--- config.mk ---
export PLATFORM = sky130hd
export DESIGN_NAME = mod47_mul_seq
export DESIGN_NICKNAME = d
export VERILOG_FILES = /design/src/rtl/mod47_pkg.sv /design/src/rtl/mod47_step.sv /design/src/rtl/mod47_mul_seq.sv
export SDC_FILE = /design/constraint.sdc
export NUM_CORES = 1
export LEC_CHECK = 0
export ABC_AREA = 1
export ABC_CLOCK_PERIOD_IN_PS = 3500
export CELL_PAD_IN_SITES_DETAIL_PLACEMENT = 1
export CELL_PAD_IN_SITES_GLOBAL_PLACEMENT = 1
export CORE_ASPECT_RATIO = 0.75
export CORE_MARGIN = 2
export CORE_UTILIZATION = 40
export DETAILED_ROUTE_END_ITERATION = 12
export GPL_TIMING_DRIVEN = 0
export PLACE_DENSITY = 0.77
export SYNTH_ARGS = -nofsm -noshare
export SYNTH_HDL_FRONTEND = slang
export SYNTH_HIERARCHICAL = 1
export SYNTH_SLANG_ARGS = --single-unit
export TNS_END_PERCENT = 5
--- constraint.sdc ---
create_clock -name clk -period 3.5 [get_ports clk]
set_input_delay 0.35 -clock clk [delete_from_list [all_inputs] [get_ports clk]]
set_output_delay 0.35 -clock clk [all_outputs]
set_load 0.01 [all_outputs]
--- src/rtl/mod47_pkg.sv ---
// Shared definitions for the sequential mod-47 multiplier: modulus, width,
// controller state encoding and the single-subtract reduction helper.
package mod47_pkg;

    localparam int MOD = 47;
    localparam int W   = 6;

    typedef enum logic [1:0] {
        IDLE = 2'd0,
        BUSY = 2'd1,
        DONE = 2'd2
    } state_t;

    // One conditional subtract of the modulus; callers guarantee x < 2*MOD,
    // so a single subtract always lands in 0..MOD-1.
    function automatic logic [W-1:0] reduce_once(input logic [W:0] x);
        return (x >= (W+1)'(MOD)) ? W'(x - (W+1)'(MOD)) : W'(x);
    endfunction

endpackage

--- src/rtl/mod47_step.sv ---
// One MSB-first Horner step of modular multiplication:
// acc_o = ((2*acc_i mod 47) + (bit_i ? ap_i : 0)) mod 47.
// All intermediates fit in 7 bits (worst case 46+46 = 92).
module mod47_step (
    input  logic [5:0] acc_i,
    input  logic [5:0] ap_i,
    input  logic       bit_i,
    output logic [5:0] acc_o
);
    import mod47_pkg::*;

    logic [W-1:0] dblRed;
    logic [W:0]   sum;

    // Double, reduce, conditionally add the multiplicand, reduce again.
    always_comb begin
        dblRed = reduce_once({acc_i, 1'b0});
        sum    = {1'b0, dblRed} + (bit_i ? {1'b0, ap_i} : {(W+1){1'b0}});
        acc_o  = reduce_once(sum);
    end

endmodule

--- src/rtl/mod47_mul_seq.sv ---
// Sequential (a*b) mod 47 multiplier with valid/ready handshakes on both
// sides. Six Horner steps per operation, one per clock.
// Optional build macro: MOD47_ERR_EN adds an 'err' output flagging that an
// operand was >= 47 when it was accepted.
module mod47_mul_seq #(
    parameter int MOD = 47,
    parameter int W   = 6
) (
    input  logic         clk,
    input  logic         rst,
    input  logic         in_valid,
    output logic         in_ready,
    input  logic [W-1:0] a,
    input  logic [W-1:0] b,
    output logic         out_valid,
    input  logic         out_ready,
    output logic [W-1:0] r
`ifdef MOD47_ERR_EN
    ,
    output logic         err
`endif
);
    import mod47_pkg::*;

    state_t       state_q;
    logic [W-1:0] a_q;
    logic [W-1:0] b_q;
    logic [W-1:0] acc_q;
    logic [2:0]   cnt_q;
    logic [W-1:0] r_q;
    logic         in_ready_q;
    logic         out_valid_q;
    logic [W-1:0] acc_d;
    logic [W-1:0] aRed;
    logic [W-1:0] bRed;
    logic         accept;

    // Operands are folded into range once at accept time.
    always_comb begin
        aRed   = (a >= W'(MOD)) ? a - W'(MOD) : a;
        bRed   = (b >= W'(MOD)) ? b - W'(MOD) : b;
        accept = in_valid && in_ready_q;
    end

    mod47_step u_step (
        .acc_i (acc_q),
        .ap_i  (a_q),
        .bit_i (b_q[cnt_q]),
        .acc_o (acc_d)
    );

`ifdef MOD47_ERR_EN
    logic err_q;

    // Error flag captured at accept, held through DONE, cleared leaving DONE.
    always_ff @(posedge clk) begin
        if (rst) begin
            err_q <= 1'b0;
        end else if (state_q == IDLE && accept) begin
            err_q <= (a >= W'(MOD)) || (b >= W'(MOD));
        end else if (state_q == DONE && out_ready) begin
            err_q <= 1'b0;
        end
    end

    assign err = err_q;
`endif

    // Controller: accept in IDLE, six Horner steps in BUSY, hold result in DONE.
    always_ff @(posedge clk) begin
        if (rst) begin
            state_q     <= IDLE;
            a_q         <= '0;
            b_q         <= '0;
            acc_q       <= '0;
            cnt_q       <= '0;
            r_q         <= '0;
            in_ready_q  <= 1'b1;
            out_valid_q <= 1'b0;
        end else begin
            case (state_q)
                IDLE: begin
                    if (accept) begin
                        a_q        <= aRed;
                        b_q        <= bRed;
                        acc_q      <= '0;
                        cnt_q      <= 3'd5;
                        in_ready_q <= 1'b0;
                        state_q    <= BUSY;
                    end
                end
                BUSY: begin
                    acc_q <= acc_d;
                    cnt_q <= cnt_q - 3'd1;
                    if (cnt_q == 3'd0) begin
                        r_q         <= acc_d;
                        out_valid_q <= 1'b1;
                        state_q     <= DONE;
                    end
                end
                DONE: begin
                    if (out_ready) begin
                        out_valid_q <= 1'b0;
                        in_ready_q  <= 1'b1;
                        state_q     <= IDLE;
                    end
                end
                default: begin
                    out_valid_q <= 1'b0;
                    in_ready_q  <= 1'b1;
                    state_q     <= IDLE;
                end
            endcase
        end
    end

    assign in_ready  = in_ready_q;
    assign out_valid = out_valid_q;
    assign r         = r_q;

endmodule

; ---- Word level (Yosys, flattened, before mapping)
; Index checks and enable logic that the tools add are counted.
[totals]
ff_bits = 31
latch_bits = 0
ramBits = 0
mem_bits_ro = 0
inputBits = 16
out_inout_bits = 8
elab_cells = 57
memories = 0
[classes]
n_addsub = 6
mul = 0
div = 0
n_lt_le_gt_ge = 5
n_eq_ne = 5
shift = 0
muxes = 21
bitwise_logic = 2
reduce_logical = 10
[op_table]
columns = cell, n
row1 = 2-to-1 mux 6 bit, 6
row2 = "subtractor 6 bit, second input constant", 4
row3 = ">= comparator 7 x 6 -> 1 bit, second input constant", 2
row4 = ">= comparator 6 bit, second input constant", 2
row5 = one-hot mux 6 bit (2 select lines), 1
row6 = AND reduction 3 bit, 3
row7 = adder 6 x 6 -> 7 bit, 1
row8 = 2-to-1 mux 2 bit, 3
row9 = "!= test 2 bit, second input constant", 3
row10 = one-hot mux 1 bit (3 select lines), 2
row11 = one-hot mux 2 bit (3 select lines), 1
row12 = one-hot mux 3 bit (2 select lines), 1
row13 = AND reduction 2 bit, 3
row14 = 2-to-1 mux 1 bit, 5
row15 = "< comparator 3 x 4 -> 1 bit, second input constant", 1
row16 = binary-select mux 1 bit (select 3 bit), 1
row17 = zero test 3 bit, 1
row18 = 2-to-1 mux 3 bit, 1
row19 = "subtractor 3 x 1 -> 3 bit, second input constant", 1
row20 = "equality test 2 x 1 -> 1 bit, second input constant", 1
row21 = "equality test 2 bit, second input constant", 1
row22 = zero test 2 bit, 1
row23 = NOT 1 bit, 2
row24 = nonzero test 2 bit, 1
row25 = logical AND 1 bit, 1

; ---- Depth between registers and ports, before layout
[depth]
ltp_word = 7
ltp_mapped = 21
mapped_depth_nobuf = 21

; ---- Cells and area by module
; The synthesis kept the hierarchy.
[by_module_without_submodules]
columns = mod, n_inst, cells_per_inst, area_per_inst_um2, seq_area_each_um2
row1 = mod47_mul_seq, 1, 229, 1555.2, 620.6
row2 = mod47_step, 1, 105, 626.9, 0.0

; ---- Worst setup path before layout
; No wires, ideal clock.
[synth_path]
path_kind = flip-flop to flip-flop
from = register cnt_q[0]
to = register acc_q[3]
setup_time_ns = 0.070
arrival_time_ns = 2.595
required_ns = 3.430
path_slack_ns = 0.835
path_stages_with_launch = 21
path_buffers = 0
period_less_slack_ns = 2.665
cell_sequence = dfxtp_1 -> inv_1 -> nor2_1 -> o22ai_1 -> nand2_1 -> nand2_1 -> nand2_1 -> inv_1 -> ha_1 -> fa_1 -> ha_1 -> inv_1 -> nor2_4 -> nand3_2 -> nor2_4 -> nand2_4 -> nand3_4 -> nand2_1 -> nand2_1 -> nand2_1 -> a21oi_1
[synth_via]
elab_chain_cells = 7
elab_cells_between_ends = 8
cone_classes = add/sub (2) / order compare (1) / mux (5)
[synth_lines]
columns = item, line_no
row1 = from (decl), mod47_mul_seq.sv:29  ; logic [2:0] cnt_q;
row2 = from (signal assigned), mod47_mul_seq.sv:94  ; cnt_q <= cnt_q - 3'd1;
row3 = binary-select mux 1 bit (select 3 bit) (*), mod47_mul_seq.sv:48  ; .bit_i (b_q[cnt_q]),
row4 = 2-to-1 mux 1 bit (implied by the code) (*), mod47_mul_seq.sv:48
row5 = 2-to-1 mux 6 bit (*), mod47_step.sv:18  ; sum = {1'b0, dblRed} + (bit_i ? {1'b0, ap_i} : {(W+1){1'b0}});
row6 = adder 6 x 6 -> 7 bit (*), mod47_step.sv:18
row7 = subtractor 6 bit or >= comparator 7 x 6 -> 1 bit (tied branches), mod47_pkg.sv:17  ; return (x >= (W+1)'(MOD)) ? W'(x - (W+1)'(MOD)) : W'(x);
row8 = 2-to-1 mux 6 bit (*), mod47_pkg.sv:17
row9 = named net acc_d[3], mod47_mul_seq.sv:33  ; logic [W-1:0] acc_d;
row10 = one-hot mux 6 bit (2 select lines) (*), mod47_mul_seq.sv:81  ; case (state_q)
row11 = to (signal assigned), mod47_mul_seq.sv:75  ; acc_q <= '0;
row12 = to (signal assigned), mod47_mul_seq.sv:86  ; acc_q <= '0;
row13 = to (signal assigned), mod47_mul_seq.sv:93  ; acc_q <= acc_d;
row14 = to (decl), mod47_mul_seq.sv:28  ; logic [W-1:0] acc_q;
; Mark *: on every way through the listed nets, which the timed path passes. The rest lies on a longest branch. The select of a mux whose other input is x is not followed.
; A chain may end at the register's enable or synchronous reset.

; ---- Worst setup path after layout
[layout_path]
from = register cnt_q[2]
to = register acc_q[4]
; The elaborated chain is that of the path after synthesis.

==> results.py <==
metrics = {
    "run_status": {
        "outcome": "finished clean",
    },
    "placed_design": {
        "place_area_sq_um": 2500,
        "place_ws_ns": 0.330,
        "place_inst": 431,
        "place.port_buffers": 22,
        "place.gp.congestion": 0.798,
        "dp_hpwl_um": 4560,
    },
    "timing": {
        "fin_crit_sh_pct": 91.0,
        "layout_setup_ws_ns": 0.315,
        "fin_crit_ns": 3.19,
        "setup_violations": 0,
        "slew_viol_final": 0,
        "skew_ns": 0.00800,
        "rsz0062_at_grt": "false",
        "hold_viol_final": 0,
        "finalSetupTns_ns": 0,
        "max_slew.worst_pin.slew_ns": 0.512,
        "max_clock_freq_ghz": 0.314,
        "slew_headroom_pct": 65.8,
    },
    "clocking": {
        "ctsHoldBuffers": 0,
        "clkTransAtPathRegs_ns": 0.07,
        "cts_tree": "done",
        "htree_levels": 2,
        "numCtsBuffers": 5,
        "clock_latency_ns": 0.29,
        "ctsResizeCount": 0,
        "post_cts_buffers": 0,
        "clock_sinks": 31,
        "cts_max_path_buffers": 2,
        "root_buffer": "clkbuf_8",
    },
    "power": {
        "p_clk_share_pct": 32.2,
        "p_leak_nw": 1.30,
        "sw_frac_of_total_pct": 33.4,
        "ir_drop_mv": 0.263,
        "p_sw_uw": 382,
        "comb_power_share_pct": 30.3,
        "p_seq_share_pct": 37.5,
        "intPower_uw": 762,
        "power_density_nw_per_um2": 437,
    },
    "setup_path": {
        "worstPathCellList": "inv_1 -> o21ai_0 -> o22ai_1 -> nand2_1 -> nand2_1 -> nand2_1 -> inv_1 -> ha_1 -> fa_1 -> ha_1 -> inv_1 -> nor2_4 -> nand3_2 -> nor2_4 -> nand2_4 -> nand3_4 -> nand2_1 -> nand2_1 -> nand2_1 -> a21oi_1",
        "cpLargestDelayFamily": "simple AND/OR/NAND/NOR gates",
        "path_class": "flop to flop",
        "cp_max_fo": 6,
        "crit_path_max_incr_delay_ns": 0.55,
        "critPathBufInv": 3,
        "required_ns": 3.71,
        "crit_path_top_delay_cell": "fa_1",
        "cp.arrival_ns": 3.40,
        "path_common_cell": "nand2_1",
        "cp-startpoint": "cnt_q[2]",
        "worstReg2RegStart": "cnt_q[2]",
        "cp-end-kind": "flop",
        "worstSetupStartpointType": "flop",
    },
    "drt": {
        "vias": 2193,
        "ant_nets": 0,
        "wl_um": 5740,
        "initialDrtViolationCount": 58,
        "wl_per_cell_um": 13.1,
        "drcViolationCount": 0,
        "viasPerCell": 5.00,
        "dr.pass1.iters": 4,
    },
    "global_routing": {
        "grt_pass1_wl_um": 9780,
        "grt.total_usage_pct": 20.9,
        "grt_antenna_before_repair": 0,
        "grt.overflow.total": 0,
        "first_global_vias": 2168,
        "grt_max_degree": 11,
    },
    "floorplan": {
        "io_pins": 24,
        "dieArea_sq_um": 6070,
        "core_sq_um": 5300,
        "die_height_um": 68.0,
        "start_util_pct": 41.2,
        "rows": 23,
        "die_w_um": 89.3,
    },
    "hold_path": {
        "hold_start": "a_q[4]",
        "hold_path_class": "flop to flop",
    },
    "logic_synthesis": {
        "syn_inst": 334,
        "synth_cell_type_count": 38,
        "synth_area_sq_um": 2180,
        "syn_area_per_cell_sq_um": 6.53,
        "ys_ff_latch": 31,
        "synthesis.nets": 362,
        "ys_seq_area_share_pct": 28.4,
        "synth_warnings": 6,
    },
    "finish": {
        "final_cell_count_no_fill": 439,
        "antenna-diode-count": 0,
        "final_nets": 391,
        "final_cell_mix": "nand2_1 (85), inv_1 (40), nor2_1 (38)",
        "final_area_sq_um": 2620,
        "drive_gt1_share_pct": 11.5,
        "final_common_cell": "nand2_1",
        "syn2layout_area_growth_pct": 19.8,
    },
    "run": {
        "cap_viol_max_count": 0,
    },
}
-- per-stage QoR --
stage                     hold slack [ns]  power [mW]  utilization [%]
after floorplan                     0.441       0.665                -
after global placement              0.454       0.767             47.1
after detailed placement            0.464       0.782             47.1
after CTS                           0.474        1.16             49.4
after global routing                0.503        1.22             49.4
final                               0.469        1.14             49.4
-- final timing paths --
kind                   end  cells after the start  slack, ns
hold reg to reg     a_q[4]                      2       0.47
setup reg to reg  acc_q[4]                     20       0.31
setup / recovery  acc_q[4]                     20       0.31
hold / removal      a_q[4]                      2       0.47
-- cells in the mapped netlist --
master     number  area share, %
a21o_1          1           0.34
a21oi_1        18            4.1
a21oi_2         1           0.40
a31oi_1         1           0.29
and2_1          1           0.29
buf_2           2           0.46
buf_4           2           0.69
clkbuf_1        3           0.52
clkinv_1        2           0.34
dfxtp_1        31             28
fa_1            1           0.92
ha_1           11            6.3
inv_1          40            6.9
inv_2           5           0.86
inv_4           1           0.29
nand2_1        85             15
nand2_2         6            1.7
nand2_4         6            3.1
nand3_1        34            7.8
nand3_2         3            1.4
nand3_4         1           0.80
nand3b_1        2           0.69
nand4_1         7            2.0
nor2_1         38            6.5
nor2_4          3            1.5
nor3_1          2           0.46
nor3_4          1           0.75
nor3b_2         1           0.57
o2111ai_1       1           0.40
o211ai_1        1           0.34
o21a_1          1           0.34
o21ai_0        11            2.5
o21ai_1         5            1.1
o21ai_2         1           0.40
o21bai_1        1           0.34
o22ai_1         1           0.29
or2_1           1           0.29
xor2_1          2           0.80
-- sequential cells by signal, indices dropped and copies added, names as in the netlist --
name and flops:
out_valid 1, in_ready 1, cnt_q 3, acc_q 6, state_q 2, b_q 6, r 6, a_q 6
-- logic make-up (layout without fill, tap and decap cells) --
| kind of cell | after synthesis | count (layout) | share of synthesized area, % |
|---|---|---|---|
| XOR/XNOR | 2 | 2 | 0.803 |
| adder cells (fa/ha/maj) | 12 | 12 | 7.22 |
| buffers and inverters | 55 | 85 | 10.0 |
| AND/OR/NAND/NOR | 191 | 191 | 42.5 |
| AO/OA/AOI/OAI | 43 | 43 | 11.0 |
| flip-flops | 31 | 31 | 28.4 |
-- worst register-to-register path, delay by kind of cell, from the launching register on --
family	cells	cell delay [ns]
DFF	1	0.44
buffers and inverters	3	0.23
and+or+nand+nor	11	1.13
adders and majority gates	3	0.97
AOI/OAI and AO/OA	3	0.34
-- power by group through the flow --
stage | registers, mW | logic [mW] | clock network, mW
floorplan | 0.435 | 0.231 | 0
global placement | 0.435 | 0.332 | 0
detailed placement | 0.436 | 0.346 | 0
CTS | 0.429 | 0.350 | 0.378
global route | 0.435 | 0.394 | 0.391
finish | 0.429 | 0.346 | 0.369
-- layout make-up --
cell class	count	area, sq um
Fill cell	725	2680
Multi-Input combinational cell	248	1340
Sequential cell	31	622
Timing Repair Buffer	22	220
Inverter	48	183
Tap cell	75	93.8
Clock buffer	6	82.6
Buffer	7	36.3
Clock inverter	2	35.0
-- metal layers --
metal / vias to the layer above / track usage, % / part of all wire [%]
li1: 1131 / - / -
met5: - / 0 / 0
met1: 1033 / 28.7 / 50
met3: 6 / 3.62 / 3.0
met4: 0 / 5.04 / 0.99
met2: 23 / 34.2 / 46
Power figures use the tool's default switching activity.
==> RTL edit (same settings) <==
The option `MOD47_ERR_EN` is turned on by a define.
--- a/src/rtl/mod47_mul_seq.sv
+++ b/src/rtl/mod47_mul_seq.sv
@@ -4,2 +4,4 @@
 // operand was >= 47 when it was accepted.
+`define MOD47_ERR_EN
+
 module mod47_mul_seq #(
Check against the original RTL (old outputs only; new: err): equivalent (Yosys induction, for registers that start in step).
==> RTL edit against the original RTL <==
  * Synthesized area rose by 2.4%
  * Sequential cell count increased by 1
  * Power shrank 12%
  * Global-route usage is 1.4 points lower
  * Routed wire length shrank 0.77%
  * Critical path depth did not move
  * First-iteration DRC count rose by 3.4%
  * Synthesized cell count is 2.4% higher
  * Final area is 0.77% higher
  * Worst setup slack better by 47 ps
  * Cell count is 1.8% higher
==> RTL edit: results (changes against the original RTL) <==
* Adder-Cell Fraction of Synth Area at 7.059% (-0.17 points)
* Via count of the first global-routing pass at 2124 (-2.0%)
* Worst slew pin tran at 561.6 ps (+49.13 ps)
* Number of multi-input logic gates at 255 (+2.8%)
* Detailed placement HPWL at 4571 µm (+0.18%)
* Leading cell types by count after synthesis: sky130_fd_sc_hd__nand2_1, sky130_fd_sc_hd__inv_1, sky130_fd_sc_hd__nand3_1
* Int Power at 0.0006499 W (-15%)
* Pre-CTS worst setup slack at 395.3 ps (+64.95 ps)
* Final critical-path setup slack at 362.1 ps (+47.13 ps)
* Fraction of cell area in non-clock buffers at 10.30% (+0.50 points)
* Unique masters post-synth at 35 (-7.9%)
* Routability Congestion at 0.7999 (+0.23%)
* Number of nets in the layout at 399 (+2.0%)
* Final non-filler cell total at 447 (+1.8%)
* Starting DRC count in detailed routing at 60 (+3.4%)
* Outcome: completed
* Multi-input combinational cell area at 1365 µm² (+1.7%)
* Compound-gate portion of the synthesized area at 10.64% (-0.31 points)
* Count of inverters other than clock inverters in the layout at 47 (-2.1%)
* Worst min-delay path startpoint: r[2]
* Repair and plain buffers at 30 (+3.4%)
* Worst hold margin at 462.3 ps (-6.942 ps)
* Worst flop-to-flop path startpoint: cnt_q[0]
* Clock Skews at 6.599 ps (-1.406 ps)
* Leakage power of the design at 1.308 nW (+0.96%)
[RTL edit: cell types whose count changed in the layout (fill, tap and decap cells not counted), moves of 2 or more]
cell,unedited run,this run
sky130_fd_sc_hd__nand2_1,85,103
sky130_fd_sc_hd__nor2_1,38,24
sky130_fd_sc_hd__a21oi_1,18,26
sky130_fd_sc_hd__o21ai_1,5,0
sky130_fd_sc_hd__nand3_1,34,38
sky130_fd_sc_hd__o21ai_0,11,8
sky130_fd_sc_hd__buf_6,0,2
sky130_fd_sc_hd__dfxtp_1,30,32
sky130_fd_sc_hd__nor2_2,0,2
sky130_fd_sc_hd__o211ai_1,1,3
[RTL edit: routing by layer]
| metal | vias to the layer above | GRT usage [%] | part of all wire [%] |
|---|---|---|---|
| li1 | 1157 | - | - |
| met1 | 1032 | 26.69 | 54 |
| met2 | 19 | 32.42 | 43 |
| met3 | 4 | 3.696 | 2.0 |
| met4 | 0 | 4.231 | 0.47 |
| met5 | - | 0 | 0 |
